[src/rtl/ft245_pkg.sv]
// Shared constants for the FT245 synchronous FIFO device model.
package ft245_pkg;

    localparam int FT245_DATA_W = 8;

    localparam int ERR_RD_NO_OE = 0;
    localparam int ERR_RD_WR    = 1;
    localparam int ERR_WR_OE    = 2;

    typedef logic [FT245_DATA_W-1:0] ft245_byte_t;

endpackage

[src/rtl/ft245_byte_fifo.sv]
// Circular byte FIFO with pop-before-push: a full FIFO accepts a push when it is popped in the same cycle.
module ft245_byte_fifo
    import ft245_pkg::*;
#(
    parameter int DEPTH_LOG2 = 4
) (
    input  logic                clk,
    input  logic                reset,
    input  logic                push_i,
    input  logic                pop_i,
    input  logic [7:0]          din_i,
    output logic [7:0]          head_o,
    output logic [DEPTH_LOG2:0] count_o,
    output logic                full_o,
    output logic                empty_o
);

    localparam int DEPTH = 1 << DEPTH_LOG2;
    localparam logic [DEPTH_LOG2:0] FULL_CNT = {1'b1, {DEPTH_LOG2{1'b0}}};

    ft245_byte_t             mem_q [DEPTH];
    logic [DEPTH_LOG2-1:0]   wr_ptr_q;
    logic [DEPTH_LOG2-1:0]   rd_ptr_q;
    logic [DEPTH_LOG2:0]     count_q;
    logic [DEPTH_LOG2:0]     count_d;
    logic                    do_push;
    logic                    do_pop;

    assign full_o  = (count_q == FULL_CNT);
    assign empty_o = (count_q == '0);
    assign count_o = count_q;
    assign head_o  = mem_q[rd_ptr_q];

    assign do_pop  = pop_i && !empty_o;
    assign do_push = push_i && (!full_o || do_pop);

    always_comb begin
        count_d = count_q;
        if (do_push && !do_pop) begin
            count_d = count_q + 1'b1;
        end else if (do_pop && !do_push) begin
            count_d = count_q - 1'b1;
        end
    end

    always_ff @(posedge clk) begin
        if (reset) begin
            wr_ptr_q <= '0;
            rd_ptr_q <= '0;
            count_q  <= '0;
        end else begin
            if (do_push) begin
                wr_ptr_q <= wr_ptr_q + 1'b1;
            end
            if (do_pop) begin
                rd_ptr_q <= rd_ptr_q + 1'b1;
            end
            count_q <= count_d;
        end
    end

    // Storage is left unreset; contents are don't-care until the pointers cover them.
    always_ff @(posedge clk) begin
        if (do_push && !reset) begin
            mem_q[wr_ptr_q] <= din_i;
        end
    end

endmodule

[config.mk]
export PLATFORM = sky130hd
export DESIGN_NAME = ft245_byte_fifo
export DESIGN_NICKNAME = d
export VERILOG_FILES = /design/src/rtl/ft245_pkg.sv /design/src/rtl/ft245_byte_fifo.sv
export SDC_FILE = /design/constraint.sdc
export NUM_CORES = 1
export LEC_CHECK = 0
export BUFFER_PORTS_ARGS = -buffer_cell sky130_fd_sc_hd__buf_2
export CAP_MARGIN = 5
export CORE_MARGIN = 2
export CORE_UTILIZATION = 50
export DETAILED_ROUTE_END_ITERATION = 8
export GPL_TIMING_DRIVEN = 0
export PLACE_DENSITY = 0.65
export SYNTH_ARGS = -nofsm -noshare
export SYNTH_HDL_FRONTEND = slang
export SYNTH_SLANG_ARGS = --single-unit
[constraint.sdc]
create_clock -name clk -period 5.3 [get_ports clk]
set_input_delay 0.53 -clock clk [delete_from_list [all_inputs] [get_ports clk]]
set_output_delay 0.53 -clock clk [all_outputs]
set_load 0.005 [all_outputs]
# After elaboration in Yosys (flattened, before gate mapping)
# Memory sizes are Yosys's and may differ from the RTL's. A register that Yosys moved wholly into a read port is not among the register bits.
# Index checks and enable logic that the tools add are counted.
[word_totals] memories=1 mem_bits_rw=128 input_bits=12 ff_bits=13
[memory_table] memory="mem_q" depth=16 word_bits=8 read_ports=1 rd_clocked_by_memory_dff=1 wr=1 line="ft245_byte_fifo.sv:21" text="ft245_byte_t mem_q [DEPTH];"
[op_classes] eq_ne=1 addsub=4 n_mux=6 reduce_logical=13
[ops] op="5-bit two-way mux" n=2
[ops] op="4-bit by 1-bit adder with 4-bit output (second input constant)" n=2
[ops] op="4-bit two-way mux" n=2
[ops] op="5-bit by 1-bit adder with 5-bit output (second input constant)" n=1
[ops] op="5-bit equality test (second input constant)" n=1
[ops] op="1-bit logical AND" n=5
[ops] op="1-bit logical NOT" n=5
[ops] op="5-bit logical NOT" n=1
[ops] op="5-bit by 1-bit subtractor with 5-bit output (second input constant)" n=1
[ops] op="1-bit two-way mux" n=2
[ops] op="2-bit nonzero test" n=1
[ops] op="1-bit logical OR" n=1

# Longest topological paths before layout
# Gate-level depths: netlist (run 1).
[depth] depth_word=9 ltp_mapped=11 depth_no_buf=10

# Least setup slack after synthesis (run 1)
# No wires, ideal clock.
[synth_timing] path_kind="flip-flop to flip-flop" from="register count_q[0] (netlist: count_o[0])" to="register count_q[4] (netlist: count_o[4])" period_less_slack_ns=2.801 arrival_time_ns=2.680 path_buffers=1 setup_ns=0.121 slack_ns=2.499 stages_incl_launch_ff=12 cell_sequence="dfxtp_1 or4_4 buf_6 o31ai_4 inv_1 ha_1 inv_1 ha_1 a21oi_1 a211oi_1 a31oi_1 mux2_2"
[synth_between] elab_chain_cells=8 elab_cells_between_ends=16
[synth_lines] item="start, declared" line="ft245_byte_fifo.sv:24" text="logic [DEPTH_LOG2:0] count_q;"
[synth_lines] item="start signal, assigned" line="ft245_byte_fifo.sv:58" text="count_q <= count_d;"
[synth_lines] item="branches (longest 8 deep; another with 5-bit by 1-bit subtractor with 5-bit output)"
# Parallel ways; which one is timed is not known. The select of a mux whose other input is x is not followed.
# A chain may end at the register's enable or synchronous reset.

==> flow_summary.toml, run 1 <==
[status]
status = "complete, no violations"

[floorplan]
fp.dieH_um = 111
die-area_mm2 = 0.0124
io_pins = 27
start_util = 0.509
fp.dieW_um = 111
core_area_mm2 = 0.0113
rows = 39

[critical_path]
crit_chain = "clkbuf_1 -> buf_2 -> mux4_2 -> a22oi_1 -> nand2_1 -> buf_2"
critPathSlowestCell = "mux4_2"
worst_setup_path_start_kind = "register"
cp_top_family = "buffers and inverters"
cp.arrival_ns = 2.57
reg2reg_slack_ns = 2.26
crit_type = "reg -> out"
end_kind = "primary output"
max_stage_delay_ns = 0.57
path_buf_inv = 3
cp_max_fo = 10
worstPathRequired_ns = 4.77
crit_top_cell = "buf_2"

[finish]
final_nets = 372
fin_cells = 506
multi_input_area_mm2 = 0.00149
fillers = 854
seq_area_mm2 = 0.00418
final_common_cell = "edfxtp_1"
antenna_cells = 0
layout-drive-gt1-share = 0.273
fin_util = 0.594
most-common-layout-cells = "128 x edfxtp_1, 32 x mux4_2, 28 x buf_2"
synthToLayoutAreaGrowth_pct = 16.8

[clock_tree]
clockRootBuffer = "clkbuf_16"
cts_hold_buffers = 0
cts_max_path_buffers = 2
cts.sinks = 145
clock_latency_ns = 0.42
cts_made_buffers = 17
post_cts.repair.setup_buffers = 0
cts_resized = 0
clk_pin_slew_ns = 0.06
htree_levels = 4
cts_tree = "yes"

[synthesis]
synthesis.nets = 328
synth_compound_area_frac = 0.0365
synth_seq_area_share = 0.727
syn_area_mm2 = 0.00576
synthSimpleGateAreaFrac = 0.0539
syn_avg_cell_area_um2 = 18.8
ys_ff_latch = 145
synth_adder_area_share = 0.0230
synth_xor_area_frac = 0.0106
ys_types = 37
yosys_warnings = 0
synth_mux_area_frac = 0.135
synthCells = 306
synth_top_family_by_area = "multiplexers"

[pwr]
total_power_mw = 3.31
p_leak_nw = 2.34
p_per_area_mw_per_mm2 = 492
vdd_drop_max_v = 0.000275

[placement]
gp_congestion = 0.712
place_inst = 474
hpwl_um = 7250
portBuffers = 25

[timing]
finalCritPeriodShare = 0.585
finalHoldViolCount = 0
fmax_mhz = 323
rsz0062_at_grt = "no"
clock_skew_ns = 0.00800
max-slew-margin-rel = 0.463
setup_viol = 0
fin_tns_setup_ns = 0
worst_pin_slew_ns = 0.805
period_needed_ns = 3.10
slew_viol_final = 0

[detailed_routing]
firstDrtPassIters = 4
ant_nets = 0
drt_first_iter_violations = 225
avgViaCountPerCell = 5.82
wirelength_um = 11500
num_vias = 2945
routedWlPerCell_um = 22.6
post-route-drc-count = 0

[global_routing]
track_usage = 0.201
grt_pass1_vias = 3050
antenna_found_initial = 0
grt_max_degree = 17
grt_pass1_wl_um = 17900
overflow = 0

[run]
drv_cap = 0

[min_path]
hold_path_class = "in -> reg"
[routing by layer]
layer  GRT usage  vias to the layer above  routed length, µm
met5           0                        -                  0
met4      0.0708                        0                154
met3      0.0498                       12                816
met2       0.328                      119               5800
met1       0.266                     1495               4690
li1            -                     1319                  -
[path summary, 6_finish.rpt]
check,startpoint,end,depth (start not counted)
max,register,head_o[1],6
min,reset,register,2
max reg2reg,count_o[0],count_o[4],11
min reg2reg,wr_ptr_q[2],wr_ptr_q[2],2
[cell families (layout without fill, tap and decap cells)]
logic type / Yosys count / in the layout
muxes: 37 / 37
adders and majority gates: 10 / 10
xor gates and xnor gates: 7 / 7
buffers and inverters: 19 / 76
and+or+nand+nor: 61 / 61
AOI/OAI and AO/OA: 27 / 27
DFF: 145 / 145
[Yosys cell counts]
cell type  count  share of area
nor2_2         1         0.0011
a22oi_1       16          0.021
ha_1           9          0.020
nand3_1        2         0.0017
buf_6          1         0.0020
dfxtp_1       17          0.059
a21oi_1        3         0.0026
nand2_1       10         0.0065
nor3b_1        1         0.0013
o31ai_4        1         0.0037
nor4bb_1       1         0.0017
or4_4          1         0.0020
nor2b_1        3         0.0033
o311ai_1       1         0.0015
buf_2          3         0.0026
and2_1         1         0.0011
fa_1           1         0.0035
buf_1          2         0.0013
inv_1          5         0.0033
clkbuf_1       8         0.0052
mux2i_1        3         0.0052
a21o_1         1         0.0013
o211ai_1       2         0.0026
o21ai_2        1         0.0015
xor2_1         5         0.0076
a211oi_1       1         0.0013
mux2_2         1         0.0020
or3_1          1         0.0011
nor2_1        21          0.014
xnor2_1        2         0.0030
mux4_2        32           0.13
a31oi_1        1         0.0011
nor4_1         1         0.0011
edfxtp_1     128           0.67
nor3_1         1        0.00087
and3_1        17          0.018
mux2_4         1         0.0026
[metrics by stage]
stage	area [µm²]	setup WS (ns)	hold WS [ns]
2_1_floorplan	5760	2.50	0.485
3_3_place_gp	6060	2.28	0.535
3_5_place_dp	6060	2.24	0.558
4_1_cts	6730	2.16	0.471
5_1_grt	6730	2.00	0.506
6_report	6730	2.20	0.465
[flip-flops by register name, summed over array words and instances (netlist names), named ones only]
register / flops
count_o: 5
wr_ptr_q: 4
rd_ptr_q: 4
mem_q: 128
[power breakdown]
group	internal [mW]	switching, mW	leakage (nW)	total [mW]
Combinational	0.326	0.345	0.726	0.671
Clock	0.879	0.444	0.319	1.32
Sequential	1.28	0.0352	1.29	1.32
Total	2.49	0.824	2.34	3.31
[cell type report]
class                   instances  share of cell area
multi-input cells             142               0.222
flip-flops and latches        145               0.622
clock inverters                15              0.0357
inverters                       5             0.00279
clock buffers                  17              0.0632
repair buffers                 25              0.0186
well taps                     143              0.0266
plain buffers                  14             0.00948
Note: power is estimated with default switching activity, not from simulation.
==> inputs of run 2 (changes only) <==
--- a/config.mk
+++ b/config.mk
@@ -11,7 +11,7 @@
 export CORE_UTILIZATION = 50
 export DETAILED_ROUTE_END_ITERATION = 8
 export GPL_TIMING_DRIVEN = 0
-export PLACE_DENSITY = 0.65
+export PLACE_DENSITY = 0.68
 export SYNTH_ARGS = -nofsm -noshare
 export SYNTH_HDL_FRONTEND = slang
 export SYNTH_SLANG_ARGS = --single-unit
==> constraint.sdc (replaced) <==
create_clock -name clk -period 2.61 [get_ports clk]
set_input_delay 0.261 -clock clk [delete_from_list [all_inputs] [get_ports clk]]
set_output_delay 0.261 -clock clk [all_outputs]
set_load 0.005 [all_outputs]
==> flow_summary.toml, run 2 (synthesis results as in run 1) <==
[status]
status = "finished with violations"
violations = "setup timing"

[critical_path]
reg2reg_slack_ns = -0.01
worst_r2r_path_depth = 10
crit_path_start = "count_o[1]"
cp.arrival_ns = 2.93
end_kind = "register"
worst_setup_path_start_kind = "register"
cp_max_fo = 8
worstPathRequired_ns = 2.92
crit_type = "reg -> reg"
r2r-start = "count_o[1]"
r2r-end = "count_o[4]"

[global_routing]
grt_pass1_wl_um = 17800
antenna_found_initial = 0
track_usage = 0.200
grt_max_degree = 17
overflow = 0
grt_pass1_vias = 3060

[timing]
fin_tns_setup_ns = -0.00956
hold_ws_ns = 0.222
rsz0062_at_grt = "yes"
worst_slack_ns = -0.00956
max-slew-margin-rel = 0.424
clock_skew_ns = 0.00837
period_needed_ns = 2.62
slew_viol_final = 0
setup_viol = 1
fmax_mhz = 382
worst_pin_slew_ns = 0.862
finalCritPeriodShare = 1.00
finalHoldViolCount = 0

[finish]
final_common_cell = "edfxtp_1"
design_area_mm2 = 0.00685
synthToLayoutAreaGrowth_pct = 19.0
antenna_cells = 0
most-common-layout-cells = "128 x edfxtp_1, 32 x mux4_2, 25 x buf_2"
largest_register_ffs = 128
fillers = 818
final_nets = 374
max_flop_register = "mem_q"
layout-drive-gt1-share = 0.318

[placement]
hpwl_um = 7210
place_area_mm2 = 0.00613
place_ws_ns = -0.319
portBuffers = 25
gp_congestion = 0.740

[detailed_routing]
avgViaCountPerCell = 5.88
num_vias = 2987
post-route-drc-count = 0
wirelength_um = 11500
drt_first_iter_violations = 332
routedWlPerCell_um = 22.7
firstDrtPassIters = 5
ant_nets = 0

[clock_tree]
cts_hold_buffers = 0
clock_latency_ns = 0.42
clockRootBuffer = "clkbuf_16"
cts_made_buffers = 17
htree_levels = 4
clk_pin_slew_ns = 0.06
cts_max_path_buffers = 2
cts_tree = "yes"
cts.sinks = 145

[pwr]
p_leak_nw = 2.38
total_power_mw = 6.77
p_per_area_mw_per_mm2 = 989
vdd_drop_max_v = 0.000504

[floorplan]
fp.dieH_um = 111
rows = 39
io_pins = 27
fp.dieW_um = 111
die-area_mm2 = 0.0124
start_util = 0.509
core_area_mm2 = 0.0113

[run]
drv_cap = 0

[min_path]
min_from = "din_i[1]"
hold_path_class = "in -> reg"
worst_hold_path.endpoint = "mem_q[8][1]"
whs_path_depth = 1
run 2: changes by cell type in the layout (fill, tap and decap cells not counted), moves of 4 or more:
| cell | delta |
|---|---|
| buf_4 | +5 |
| ha_1 | -4 |
| clkinv_2 | -4 |
| clkbuf_16 | +6 |
| bufinv_16 | -5 |
| ha_4 | +4 |
run 2: how the worst max path moves through the flow:
stage	to	slack [ns]	depth (start not counted)
after floorplan	count_o[4]	-0.11	11
after CTS	count_o[4]	-0.04	11
after global routing	count_o[4]	-0.13	10
final	count_o[4]	-0.01	10
after detailed placement	count_o[4]	-0.32	9
after global placement	count_o[4]	-0.27	9
run 2: cell type report:
class / instances / area, µm² / area share
Timing Repair Buffer: 30 / 163 / 0.0237
Clock buffer: 25 / 583 / 0.0851
Sequential cell: 145 / 4190 / 0.612
Clock inverter: 7 / 75.1 / 0.0110
Buffer: 11 / 67.6 / 0.00986
Tap cell: 143 / 179 / 0.0261
Multi-Input combinational cell: 142 / 1570 / 0.229
Inverter: 5 / 23.8 / 0.00347
run 2: per-layer routing:
| metal | part of all wire | wire length (µm) | GRT usage |
|---|---|---|---|
| met1 | 0.41 | 4760 | 0.262 |
| met2 | 0.51 | 5940 | 0.322 |
| met3 | 0.057 | 660 | 0.0558 |
| met4 | 0.015 | 175 | 0.0765 |
| met5 | 0 | 0 | 0 |
run 2: repair_timing:
action,in CTS,in global routing
hold endpoints to repair,0,0
pin swaps,2,2
gates resized for setup,12,3
setup endpoints to repair,10,7
setup buffers,2,3
run 2: per-stage QoR:
step	std cells	util
after global routing	508	0.605
after detailed placement	474	0.541
after global placement	474	0.541
final	508	0.605
after floorplan	306	-
after CTS	506	0.603
run 2: worst max-delay path: stages, from the launching register on:
cell      delay (ns)
dfxtp_4         0.35
or4_4           0.61
o31ai_4         0.27
inv_2           0.07
ha_4            0.18
inv_6           0.08
ha_4            0.21
a21oi_4         0.12
a211oi_1        0.08
a31oi_1         0.18
mux2_2          0.35
run 2: power by group:
group          internal (mW)  switching, mW  leakage [nW]
clock                   1.66          0.926         0.326
sequential              2.62         0.0872          1.29
combinational          0.766          0.715         0.758
